===== config.mk =====
export PLATFORM = sky130hd
export DESIGN_NAME = multicycle_alu
export DESIGN_NICKNAME = d
export VERILOG_FILES = /design/src/rtl/multicycle_alu.sv
export SDC_FILE = /design/constraint.sdc
export NUM_CORES = 1
export LEC_CHECK = 0
export ABC_AREA = 1
export ABC_CLOCK_PERIOD_IN_PS = 7200
export CORE_ASPECT_RATIO = 0.5
export CORE_UTILIZATION = 51
export DETAILED_ROUTE_END_ITERATION = 16
export PLACE_DENSITY = 0.69
export SYNTH_ARGS = -nofsm -noshare
export SYNTH_HDL_FRONTEND = slang
export SYNTH_SLANG_ARGS = --single-unit

===== constraint.sdc =====
create_clock -name Clock -period 7.2 [get_ports Clock]
set_clock_uncertainty 0.1 [all_clocks]
set_input_delay 1.44 -clock Clock [delete_from_list [all_inputs] [get_ports Clock]]
set_output_delay 1.44 -clock Clock [all_outputs]
set_load 0.005 [all_outputs]

===== src/rtl/multicycle_alu.sv =====
`default_nettype none
// ============================================================================
// Module      : multicycle_alu (plus package InstructionSetPkg)
// Description : Small ALU with single-cycle logic/shift/add operations and
//               iterative signed multiply (shift-add) and signed divide
//               (restoring). Operands are captured with Start. The result
//               and flags are presented with a one-cycle Done pulse.
// Ports       : Clock     - sole clock, rising edge
//               nReset    - asynchronous, active-low reset
//               Start     - request, sampled only in IDLE or DONE
//               Operation - opcode (eOperation), captured with Start
//               InFlags   - incoming flags (sFlags), captured with Start
//               InSrc     - signed source operand
//               InDest    - signed destination operand
//               Busy      - high while an iterative operation runs
//               Done      - one-cycle pulse, OutDest/OutFlags valid
//               OutDest   - registered signed result
//               OutFlags  - registered result flags
// Revision    : 1.0 - initial release
// ============================================================================

package InstructionSetPkg;

  typedef enum logic [3:0] {
    OP_NAND = 4'h0,
    OP_NOR  = 4'h1,
    OP_ROL  = 4'h2,
    OP_ROR  = 4'h3,
    OP_MOVE = 4'h4,
    OP_ADC  = 4'h5,
    OP_SUB  = 4'h6,
    OP_MUL  = 4'h7,
    OP_MUH  = 4'h8,
    OP_DIV  = 4'h9,
    OP_MOD  = 4'hA
  } eOperation;

  // First member is the most significant bit of the packed value.
  typedef struct packed {
    logic C;
    logic Z;
    logic N;
    logic V;
    logic P;
  } sFlags;

endpackage

module multicycle_alu
  import InstructionSetPkg::*;
#(
  parameter int DataWidth  = 16,
  parameter int CountWidth = $clog2(DataWidth) + 1
) (
  input  logic                        Clock,
  input  logic                        nReset,
  input  logic                        Start,
  input  eOperation                   Operation,
  input  sFlags                       InFlags,
  input  logic signed [DataWidth-1:0] InSrc,
  input  logic signed [DataWidth-1:0] InDest,
  output logic                        Busy,
  output logic                        Done,
  output logic signed [DataWidth-1:0] OutDest,
  output sFlags                       OutFlags
);

  localparam logic [1:0] IDLE    = 2'd0;
  localparam logic [1:0] RUN_MUL = 2'd1;
  localparam logic [1:0] RUN_DIV = 2'd2;
  localparam logic [1:0] DONE    = 2'd3;

  // The counter reaches this value after the last partial product / quotient
  // bit; the edge that sees it applies the sign fix-up and writes the result.
  localparam logic [CountWidth-1:0] LastCount = CountWidth'(DataWidth);

  localparam logic [DataWidth-1:0] MostNegative = {1'b1, {(DataWidth-1){1'b0}}};

  // --------------------------------------------------------------------------
  // State and captured operation context
  // --------------------------------------------------------------------------
  logic [1:0]            state;
  logic [CountWidth-1:0] count;
  eOperation             op_q;
  sFlags                 flags_q;
  logic [DataWidth-1:0]  dest_q;
  logic                  neg_prod;   // sign of product / quotient
  logic                  neg_rem;    // sign of remainder (follows Dest)
  logic                  div_zero;
  logic                  div_ovf;    // most-negative divided by -1

  // Shared iteration datapath. Multiply: acc_hi = running upper half,
  // acc_lo = multiplier shifting out / product low half shifting in.
  // Divide: acc_hi = partial remainder, acc_lo = dividend shifting out /
  // quotient shifting in. operand_b is the multiplicand or divisor magnitude.
  logic [DataWidth-1:0]  acc_hi;
  logic [DataWidth-1:0]  acc_lo;
  logic [DataWidth-1:0]  operand_b;

  logic                  accept;

  function automatic logic [DataWidth-1:0] magnitude(input logic [DataWidth-1:0] value);
    // The most-negative value maps to 2**(DataWidth-1), which still fits
    // when read as unsigned.
    return value[DataWidth-1] ? -value : value;
  endfunction

  function automatic sFlags result_flags(input logic [DataWidth-1:0] value,
                                         input sFlags                base,
                                         input logic                 overflow);
    sFlags f;
    f   = base;
    f.Z = (value == '0);
    f.N = value[DataWidth-1];
    f.V = overflow;
    f.P = ~^value;
    return f;
  endfunction

  assign accept = ((state == IDLE) || (state == DONE)) && Start;
  assign Busy   = (state == RUN_MUL) || (state == RUN_DIV);
  assign Done   = (state == DONE);

  // --------------------------------------------------------------------------
  // Single-cycle operations, evaluated on the live inputs at the accept edge
  // --------------------------------------------------------------------------
  logic [DataWidth-1:0] single_res;
  sFlags                single_flags;
  logic [DataWidth:0]   arith_u;   // zero-extended: carry / borrow out
  logic [DataWidth:0]   arith_s;   // sign-extended: signed overflow
  logic [DataWidth:0]   cin_ext;

  always_comb begin
    single_res   = '0;
    single_flags = InFlags;
    cin_ext      = {{DataWidth{1'b0}}, InFlags.C};
    arith_u      = '0;
    arith_s      = '0;
    case (Operation)
      OP_NAND: single_res = ~(InDest & InSrc);
      OP_NOR:  single_res = ~(InDest | InSrc);
      OP_ROL: begin
        single_res     = {InSrc[DataWidth-2:0], InFlags.C};
        single_flags.C = InSrc[DataWidth-1];
      end
      OP_ROR: begin
        single_res     = {InFlags.C, InSrc[DataWidth-1:1]};
        single_flags.C = InSrc[0];
      end
      OP_MOVE: single_res = InSrc;
      OP_ADC: begin
        arith_u      = {1'b0, InDest} + {1'b0, InSrc} + cin_ext;
        arith_s      = {InDest[DataWidth-1], InDest} + {InSrc[DataWidth-1], InSrc} + cin_ext;
        single_res   = arith_u[DataWidth-1:0];
        single_flags = result_flags(arith_u[DataWidth-1:0], InFlags,
                                    arith_s[DataWidth] ^ arith_s[DataWidth-1]);
        single_flags.C = arith_u[DataWidth];
      end
      OP_SUB: begin
        arith_u      = {1'b0, InDest} - {1'b0, InSrc} - cin_ext;
        arith_s      = {InDest[DataWidth-1], InDest} - {InSrc[DataWidth-1], InSrc} - cin_ext;
        single_res   = arith_u[DataWidth-1:0];
        single_flags = result_flags(arith_u[DataWidth-1:0], InFlags,
                                    arith_s[DataWidth] ^ arith_s[DataWidth-1]);
        // Bit DataWidth of the zero-extended difference is the borrow.
        single_flags.C = arith_u[DataWidth];
      end
      default: begin
        // Unlisted opcodes yield zero and pass the flags through.
        single_res   = '0;
        single_flags = InFlags;
      end
    endcase
  end

  // --------------------------------------------------------------------------
  // One iteration step of each iterative algorithm
  // --------------------------------------------------------------------------
  logic [DataWidth:0] mul_sum;
  logic [DataWidth:0] div_shift;
  logic [DataWidth:0] div_diff;
  logic               div_ok;

  always_comb begin
    mul_sum   = {1'b0, acc_hi} + (acc_lo[0] ? {1'b0, operand_b} : '0);
    div_shift = {acc_hi, acc_lo[DataWidth-1]};
    div_diff  = div_shift - {1'b0, operand_b};
    div_ok    = ~div_diff[DataWidth];
  end

  // --------------------------------------------------------------------------
  // Sign fix-up and special cases applied on the final iterative edge
  // --------------------------------------------------------------------------
  logic [2*DataWidth-1:0] mul_full;
  logic [2*DataWidth-1:0] mul_signed;
  logic [DataWidth-1:0]   quot_signed;
  logic [DataWidth-1:0]   rem_signed;
  logic [DataWidth-1:0]   final_res;
  logic                   final_v;
  sFlags                  final_flags;

  always_comb begin
    mul_full    = {acc_hi, acc_lo};
    mul_signed  = neg_prod ? -mul_full : mul_full;
    quot_signed = neg_prod ? -acc_lo : acc_lo;
    rem_signed  = neg_rem ? -acc_hi : acc_hi;
    final_res   = '0;
    final_v     = 1'b0;
    if (state == RUN_MUL) begin
      final_res = (op_q == OP_MUH) ? mul_signed[2*DataWidth-1:DataWidth]
                                   : mul_signed[DataWidth-1:0];
    end else if (div_zero) begin
      final_res = (op_q == OP_MOD) ? dest_q : '1;
      final_v   = 1'b1;
    end else begin
      // The most-negative / -1 case already produces the most-negative
      // quotient and a zero remainder; only V needs forcing.
      final_res = (op_q == OP_MOD) ? rem_signed : quot_signed;
      final_v   = div_ovf;
    end
    final_flags = result_flags(final_res, flags_q, final_v);
  end

  // --------------------------------------------------------------------------
  // Control and datapath registers
  // --------------------------------------------------------------------------
  always_ff @(posedge Clock or negedge nReset) begin
    if (!nReset) begin
      state     <= IDLE;
      count     <= '0;
      op_q      <= OP_NAND;
      flags_q   <= '0;
      dest_q    <= '0;
      neg_prod  <= 1'b0;
      neg_rem   <= 1'b0;
      div_zero  <= 1'b0;
      div_ovf   <= 1'b0;
      acc_hi    <= '0;
      acc_lo    <= '0;
      operand_b <= '0;
      OutDest   <= '0;
      OutFlags  <= '0;
    end else begin
      case (state)
        IDLE, DONE: begin
          if (accept) begin
            op_q     <= Operation;
            flags_q  <= InFlags;
            dest_q   <= InDest;
            count    <= '0;
            neg_prod <= InDest[DataWidth-1] ^ InSrc[DataWidth-1];
            neg_rem  <= InDest[DataWidth-1];
            div_zero <= (InSrc == '0);
            div_ovf  <= (InDest == MostNegative) && (&InSrc);
            acc_hi   <= '0;
            case (Operation)
              OP_MUL, OP_MUH: begin
                state     <= RUN_MUL;
                acc_lo    <= magnitude(InSrc);
                operand_b <= magnitude(InDest);
              end
              OP_DIV, OP_MOD: begin
                state     <= RUN_DIV;
                acc_lo    <= magnitude(InDest);
                operand_b <= magnitude(InSrc);
              end
              default: begin
                state    <= DONE;
                OutDest  <= single_res;
                OutFlags <= single_flags;
              end
            endcase
          end else begin
            state <= IDLE;
          end
        end

        RUN_MUL: begin
          if (count == LastCount) begin
            state    <= DONE;
            OutDest  <= final_res;
            OutFlags <= final_flags;
          end else begin
            acc_hi <= mul_sum[DataWidth:1];
            acc_lo <= {mul_sum[0], acc_lo[DataWidth-1:1]};
            count  <= count + CountWidth'(1);
          end
        end

        RUN_DIV: begin
          if (count == LastCount) begin
            state    <= DONE;
            OutDest  <= final_res;
            OutFlags <= final_flags;
          end else begin
            // Restore by simply keeping the shifted remainder when the
            // trial subtraction goes negative.
            acc_hi <= div_ok ? div_diff[DataWidth-1:0] : div_shift[DataWidth-1:0];
            acc_lo <= {acc_lo[DataWidth-2:0], div_ok};
            count  <= count + CountWidth'(1);
          end
        end

        default: state <= IDLE;
      endcase
    end
  end

endmodule

`default_nettype wire

# Word level (Yosys, flattened, before mapping)
# Index checks and enable logic that the tools add are counted.
# classes
n_eq_ne	24
mux	42
n_reduce_logical	26
n_addsub	16
n_bitwise	8
# ops
op	count
2-to-1 mux 16 bit	20
one-hot mux 16 bit (7 select lines)	1
one-hot mux 16 bit (2 select lines)	3
one-hot mux 16 bit (3 select lines)	2
zero test 16 bit	4
negator 16 bit	4
adder 16 x 16 -> 17 bit	3
XNOR reduction 16 bit	3
adder 17 x 1 -> 17 bit	2
subtractor 16 x 16 -> 17 bit	2
subtractor 17 x 1 -> 17 bit	2
2-to-1 mux 32 bit	1
negator 32 bit	1
inverter 16 bit	2
2-to-1 mux 5 bit	5
== test 4 bit, second input constant	5
one-hot mux 5 bit (2 select lines)	2
subtractor 17 x 16 -> 17 bit	1
bitwise AND 16 bit	1
== test 16 bit, second input constant	1
== test 4 x 3 -> 1 bit, second input constant	4
bitwise OR 16 bit	1
AND reduction 16 bit	1
inequality test 2 bit, second input constant	5
25 further kinds	40
# totals
ff_bits	101
out_inout_bits	23
inputBits	44
wordCells	134

# Logic depth before layout (Yosys ltp)
# Gate-level depths: netlist (run 1).
# depth
ltp_word	8
depth_mapped	24
mapped_depth_nobuf	24

# Worst setup path after synthesis (run 1)
# No wires, ideal clock.
# synth_path
path_kind	input-to-reg
start	in InDest[6]
end	reg OutFlags[0] (netlist name)
t_required_ns	7.023
path_buffers	0
arrival_time_ns	4.155
stages	22
setup_time_ns	0.077
setup_slack_ns	2.868
cell_sequence	inv_1 > ha_1 > ha_1 > nand2_1 > inv_1 > a21oi_1 > nand2_2 > a21oi_1 > inv_1 > or2_2 > nand2_1 > ha_1 > xnor2_1 > xnor2_1 > inv_1 > nand3_1 > nand2_1 > nand2_1 > nand3_1 > nand2_1 > nand2_1 > a21oi_1
# synth_between
elab_chain_len	7
word_cells_on_any_way	10
cone_classes	4 x add/sub; 4 x mux; 2 x reduce/logical
# synth_lines
item	line	text
from (decl)	61	input logic signed [DataWidth-1:0] InDest,
subtractor 16 x 16 -> 17 bit / adder 16 x 16 -> 17 bit (equally long branches)	160, 152	
subtractor 17 x 1 -> 17 bit / adder 17 x 1 -> 17 bit (equally long branches)	160, 152	
XNOR reduction 16 bit	116	f.P = ~^value;
one-hot mux 4 bit (2 select lines) *	139	case (Operation)
2-to-1 mux 5 bit *	256	case (Operation)
2-to-1 mux 5 bit *	246	if (accept) begin
one-hot mux 5 bit (2 select lines) *	244	case (state)
to (signal assigned)	270	OutFlags <= single_flags;
to (signal assigned)	282	OutFlags <= final_flags;
to (signal assigned)	294	OutFlags <= final_flags;
to (decl)	65	output sFlags OutFlags
# Every way passes the cells marked *; elsewhere a longest branch is shown, timed or not. The select of a mux whose other input is x is not followed.
# A chain may end at the register's enable or synchronous reset.

# Final worst setup path (run 1)
# layout_path
start	in InSrc[0]
end	reg OutFlags[3] (netlist name)
# layout_between
elab_chain_len	7
word_cells_on_any_way	10
cone_classes	4 x add/sub; 4 x mux; 2 x reduce/logical
# layout_lines
item	line	text
from (decl)	60	input logic signed [DataWidth-1:0] InSrc,
subtractor 16 x 16 -> 17 bit / adder 16 x 16 -> 17 bit (equally long branches)	160, 152	
subtractor 17 x 1 -> 17 bit / adder 17 x 1 -> 17 bit (equally long branches)	160, 152	
zero test 16 bit	113	f.Z = (value == '0);
one-hot mux 4 bit (2 select lines) *	139	
2-to-1 mux 5 bit *	256	
2-to-1 mux 5 bit *	246	
one-hot mux 5 bit (2 select lines) *	244	
# Marks and branches as above.

==> impl_metrics.ini, run 1 <==
[yosys]
ys_ff_latch = 100
syn_avg_cell_area_sq_um = 6.51
synth_nets = 2131
yosys_most_used_dff = dfrtp_1
synth_top_area_cell = dfrtp_1
yosysTopAreaCellShare_pct = 19.7
netlist_instances = 1953
yosys-top-cells-area = dfrtp_1 20%, nand2_1 15%, ha_1 13%
ys_async_sr_fraction_pct = 100
yosysWarningCount = 0
synth.distinct_cells = 60
synth_edf_count = 0
yosysSeqAreaShare_pct = 19.7
netlist_area_sq_um = 12700

[placed_design]
port_buffers = 66
pre_cts_slack_ns = 1.84
gp_congestion = 1.01
hpwl_um = 34400

[worst_setup_path]
critPathArrivalTime_ns = 5.23
worstPathRequired_ns = 7.41
path_cells = clkdlybuf4s50_1, inv_1, fa_1, fa_1, nand3_1, nand3_1, inv_1, nor2_1, nor2_1, o21ai_0, or2_2, nand2_1, ha_1, nand4_1, nor4_1, o211ai_1, nand2_1
cp-startpoint = InSrc[0]
reg2reg_from = acc_lo[0]
crit_type = primary input to flip-flop
start_kind = primary input
critPathCaptureType = flip-flop
crit_fanout = 7
cp_slowest_cell = clkdlybuf4s50_1
crit_path_max_incr_delay_ns = 0.62

[cells_and_area]
syn_to_final_growth_pct = 9.09
final_util_pct = 57.2
drive_gt1_share_pct = 5.71
nets = 2153
layout_commonest_cell = nand2_1
most-common-layout-cells = 504 x nand2_1, 229 x inv_1, 146 x nand3_1, 139 x o21ai_0, 133 x a21oi_1

[drt]
vias = 13500
routed.top_layer = met4
route.met3.wl_um = 4170
dr.pass1.iters = 6
wl_per_cell_um = 19.0
drt-met1-wl_um = 20600
wl_met2_um = 18000
antenna_left = 0
dr.first_iter.drc_count = 1650
via_per_inst = 5.82
drcViolationCount = 0
finalWirelength_um = 44000

[pwr]
vdd_ir_drop_max_mv = 0.368
total_power_mw = 6.15
p_leak_nw = 7.09
power_per_cell_area_nw_per_um2 = 444

[timing]
relSlewSlack_pct = 25.1
setup_ws_ns = 2.18
finalSetupTns_ns = 0
min_period_ns = 5.02
timing.fmax_mhz = 199
setup_viol = 0
worstMarginPinSlew_ns = 1.10
post-route-period-util_pct = 69.7
slew_violations = 0
hold_viol_final = 0
rsz0062_at_grt = false

[global_routing]
track_usage_pct = 35.0
grt-ovfl-total = 0
antenna_found_initial = 2
grt_pass1_wl_um = 69300
grt_pass1_vias = 12300
grt_max_degree = 62

[floorplan]
die-area_sq_um = 25600
core_sq_um = 24200
row_count = 40
fp.dieH_um = 114
pin_count = 67
die_width_um = 225
start_util_pct = 52.5

[flow_run]
maxCapViolCount = 0

[clock_tree]
clk_pin_slew_worst_paths_ns = 0.08
cts_resized = 0
clockBufferDepth = 2
htree_levels = 3
ctsHoldBuffers = 0
cts_tree = built
cts_setup_buffers = 0
cts_root_buffer = clkbuf_16
clock-sinks = 100
cts_buffers = 9
clk_latency_ns = 0.37

[min_path]
hold_start = OutFlags[1]
hp-class = flip-flop to flip-flop

[status]
status = finished clean
cell usage after synthesis (7+ instances only):
| cell | number |
|---|---|
| nand3_1 | 146 |
| xor2_1 | 62 |
| nand4_1 | 15 |
| inv_1 | 229 |
| a22oi_1 | 13 |
| a211oi_1 | 7 |
| xnor2_1 | 24 |
| clkbuf_1 | 39 |
| ha_1 | 128 |
| o211ai_1 | 26 |
| o221ai_1 | 10 |
| nand2_1 | 504 |
| nand2_2 | 15 |
| nor3_1 | 18 |
| o21ai_1 | 16 |
| o31ai_1 | 7 |
| inv_2 | 12 |
| o21ai_0 | 139 |
| a31oi_1 | 8 |
| buf_2 | 18 |
| o211ai_2 | 7 |
| o22ai_1 | 45 |
| a21oi_1 | 133 |
| dfrtp_1 | 100 |
| nor2_1 | 122 |
| or2_2 | 15 |
cell families (layout without fill, tap and decap cells):
group,after synthesis,in the layout,synth area share [%]
xor+xnor,86,86,5.93
flops,100,100,19.7
buf+inv,313,339,9.92
fa+ha+maj,134,134,13.6
other cells,0,1,0
compound gates,452,452,21.4
simple gates,868,868,29.5
power breakdown:
group	total, mW	internal, mW	switching, mW
combinational	4.51	1.59	2.92
clock	0.543	0.304	0.239
sequential	1.09	0.819	0.271
per-stage QoR:
step / instance area (sq um) / std cells / hold slack, ns
2_1_floorplan: 12700 / 1953 / 0.348
3_3_place_gp: 13500 / 2300 / 0.365
3_5_place_dp: 13500 / 2300 / 0.368
4_1_cts: 13900 / 2315 / 0.384
5_1_grt: 13900 / 2315 / 0.399
6_report: 13900 / 2316 / 0.379
state kept, by name, indices dropped and copies added, names as in the netlist, 4 cells and up:
name / count
OutDest: 16
OutFlags: 5
dest_q: 16
acc_lo: 16
acc_hi: 16
op_q: 4
operand_b: 16
count: 5
final cells by class:
| type | count | area [sq um] |
|---|---|---|
| Antenna cell | 1 | 2.50 |
| Timing Repair Buffer | 78 | 748 |
| Inverter | 246 | 923 |
| Clock buffer | 9 | 225 |
| Clock inverter | 6 | 88.8 |
| Fill cell | 2454 | 10400 |
| Sequential cell | 100 | 2500 |
| Multi-Input combinational cell | 1540 | 8950 |
| Tap cell | 336 | 420 |
path summary, 6_finish.rpt:
kind / endpoint / slack, ns / cells after the start
min: OutFlags[1] / 0.38 / 2
min reg2reg: OutFlags[1] / 0.38 / 2
max reg2reg: OutFlags[0] / 3.14 / 18
max: OutFlags[3] / 2.18 / 17
min in group asynchronous: op_q[3] / 0.96 / 1
max in group asynchronous: acc_lo[13] / 4.81 / 2
routing by layer:
layer / vias up / global-route usage [%]
met5: - / 0
li1: 6556 / -
met2: 614 / 51.4
met1: 6242 / 51.0
met4: 0 / 11.6
met3: 76 / 7.01
worst max-delay path, delay by kind of cell:
| kind | cells | cell delay (ns) |
|---|---|---|
| AND/OR/NAND/NOR | 9 | 1.53 |
| adder cells (fa/ha/maj) | 3 | 1.10 |
| buffers and inverters | 3 | 0.91 |
| AO/OA/AOI/OAI | 2 | 0.26 |
No activity file was read; power rests on OpenSTA's default activity.
==> run 2, diff against run 1 <==
--- a/config.mk
+++ b/config.mk
@@ -6,7 +6,7 @@
 export NUM_CORES = 1
 export LEC_CHECK = 0
 export ABC_AREA = 1
-export ABC_CLOCK_PERIOD_IN_PS = 7200
+export ABC_CLOCK_PERIOD_IN_PS = 4700
 export CORE_ASPECT_RATIO = 0.5
 export CORE_UTILIZATION = 51
 export DETAILED_ROUTE_END_ITERATION = 16
==> constraint.sdc (replaced) <==
create_clock -name Clock -period 4.7 [get_ports Clock]
set_clock_uncertainty 0.1 [all_clocks]
set_input_delay 0.94 -clock Clock [delete_from_list [all_inputs] [get_ports Clock]]
set_output_delay 0.94 -clock Clock [all_outputs]
set_load 0.005 [all_outputs]
==> impl_metrics.ini, run 2 (synthesis gave the netlist of run 1 again) <==
[cells_and_area]
insertedDiodeCount = 0
drive_gt1_share_pct = 7.94
final_util_pct = 58.7
most-common-layout-cells = 504 x nand2_1, 229 x inv_1, 146 x nand3_1, 139 x o21ai_0, 133 x a21oi_1
fin_cells = 2363
syn_to_final_growth_pct = 11.9
layout_commonest_cell = nand2_1
nets = 2200

[clock_tree]
clockBufferDepth = 2
clk_pin_slew_worst_paths_ns = 0.08
clock-sinks = 100
clk_latency_ns = 0.38
htree_levels = 3
cts_resized = 0
ctsHoldBuffers = 0
cts_buffers = 9
cts_root_buffer = clkbuf_16
cts_tree = built
cts_setup_buffers = 0

[global_routing]
grt_pass1_vias = 12800
grt-ovfl-total = 0
grt_pass1_wl_um = 71900
track_usage_pct = 36.5
antenna_found_initial = 0
grt_max_degree = 64

[worst_setup_path]
crit_fanout = 4
crit_type = primary input to flip-flop
critPathArrivalTime_ns = 4.48
critPathCaptureType = flip-flop
worstPathRequired_ns = 4.91
start_kind = primary input

[timing]
setup_ws_ns = 0.431
min_period_ns = 4.27
finalSetupTns_ns = 0
rsz0062_at_grt = false
post-route-period-util_pct = 90.8
worstMarginPinSlew_ns = 0.857
hold_viol_final = 0
setup_viol = 0
relSlewSlack_pct = 42.8
timing.fmax_mhz = 234
slew_violations = 0

[placed_design]
pre_cts_slack_ns = 0.0589
placedCellCount = 2347
port_buffers = 66
hpwl_um = 35700
gp_congestion = 1.00

[drt]
dr.pass1.iters = 6
antenna_left = 0
drcViolationCount = 0
vias = 13600
wl_per_cell_um = 19.1
finalWirelength_um = 45100
dr.first_iter.drc_count = 1728
via_per_inst = 5.77

[floorplan]
die_width_um = 225
pin_count = 67
core_sq_um = 24200
fp.dieH_um = 114
die-area_sq_um = 25600
row_count = 40
start_util_pct = 52.5

[pwr]
total_power_mw = 9.45
p_leak_nw = 7.32
internal-power_mw = 4.18
combPwrFrac_pct = 73.6
vdd_ir_drop_max_mv = 0.557
power_per_cell_area_nw_per_um2 = 664
clockPowerShare_pct = 8.7
p_sw_mw = 5.27
p_seq_share_pct = 17.7
switching_share_pct = 55.8

[min_path]
hp-class = flip-flop to flip-flop

[flow_run]
maxCapViolCount = 0

[status]
status = finished clean
==> run 2: cell types whose count changed in the layout (fill, tap and decap cells not counted), sizes merged <==
| cell | change |
|---|---|
| diode | -1 |
| clkinvlp | -1 |
| buf | +47 |
| clkinv | +2 |
| bufinv | -1 |
| clkbuf | +1 |
==> run 2: worst paths after layout <==
| check | to | slack (ns) | start | cells past startpoint |
|---|---|---|---|---|
| min in group asynchronous | op_q[2] | 0.56 | nReset | 1 |
| setup / recovery | OutFlags[0] | 0.43 | InFlags[4] | 22 |
| hold / removal | dest_q[6] | 0.39 | dest_q[6] | 2 |
| hold reg to reg | dest_q[6] | 0.39 | dest_q[6] | 2 |
| setup reg to reg | OutFlags[0] | 0.72 | acc_lo[0] | 18 |
| max in group asynchronous | OutDest[13] | 2.88 | nReset | 2 |
==> run 2: final cells by class <==
type                       instances  area [sq um]
clock inverter                     6          72.6
fill                            2419         10000
inverter                         246           923
clock buffer                      10           239
timing repair buffer             125          1110
sequential                       100          2500
tap                              336           420
multi-input combinational       1540          8950
==> run 2: power by group through the flow <==
stage	logic, mW	clock network, mW	registers (mW)
floorplan	5.09	0	1.51
global placement	6.72	0	1.67
detailed placement	6.75	0	1.67
CTS	6.80	0.829	1.66
global route	7.70	0.859	1.72
finish	6.95	0.818	1.67
==> run 2: per-layer routing <==
metal | vias up | wire [um] | GRT usage [%]
met5 | - | 0 | 0
met4 | 0 | 1280 | 11.5
met3 | 70 | 4060 | 7.52
met2 | 617 | 18500 | 53.7
met1 | 6274 | 21400 | 53.2
li1 | 6679 | - | -
==> run 2: stage by stage <==
stage / hold slack, ns / area, sq um
floorplan: 0.348 / 12700
global placement: 0.362 / 13900
detailed placement: 0.368 / 13900
CTS: 0.387 / 14200
global route: 0.404 / 14200
finish: 0.386 / 14200
==> run 2: critical path, cell delays in order <==
cell             delay, ns
clkdlybuf4s50_1       0.51
inv_1                 0.08
fa_1                  0.49
fa_1                  0.44
nand3_1               0.11
nand3_1               0.16
inv_1                 0.09
nor2_1                0.05
nor2_1                0.11
o21ai_0               0.11
or2_2                 0.30
nand2_1               0.07
ha_1                  0.23
xnor2_1               0.20
inv_1                 0.06
nand3_1               0.10
nand2_1               0.06
nand2_1               0.05
nand3_1               0.06
nand2_1               0.08
nand2_1               0.05
a21oi_1               0.13
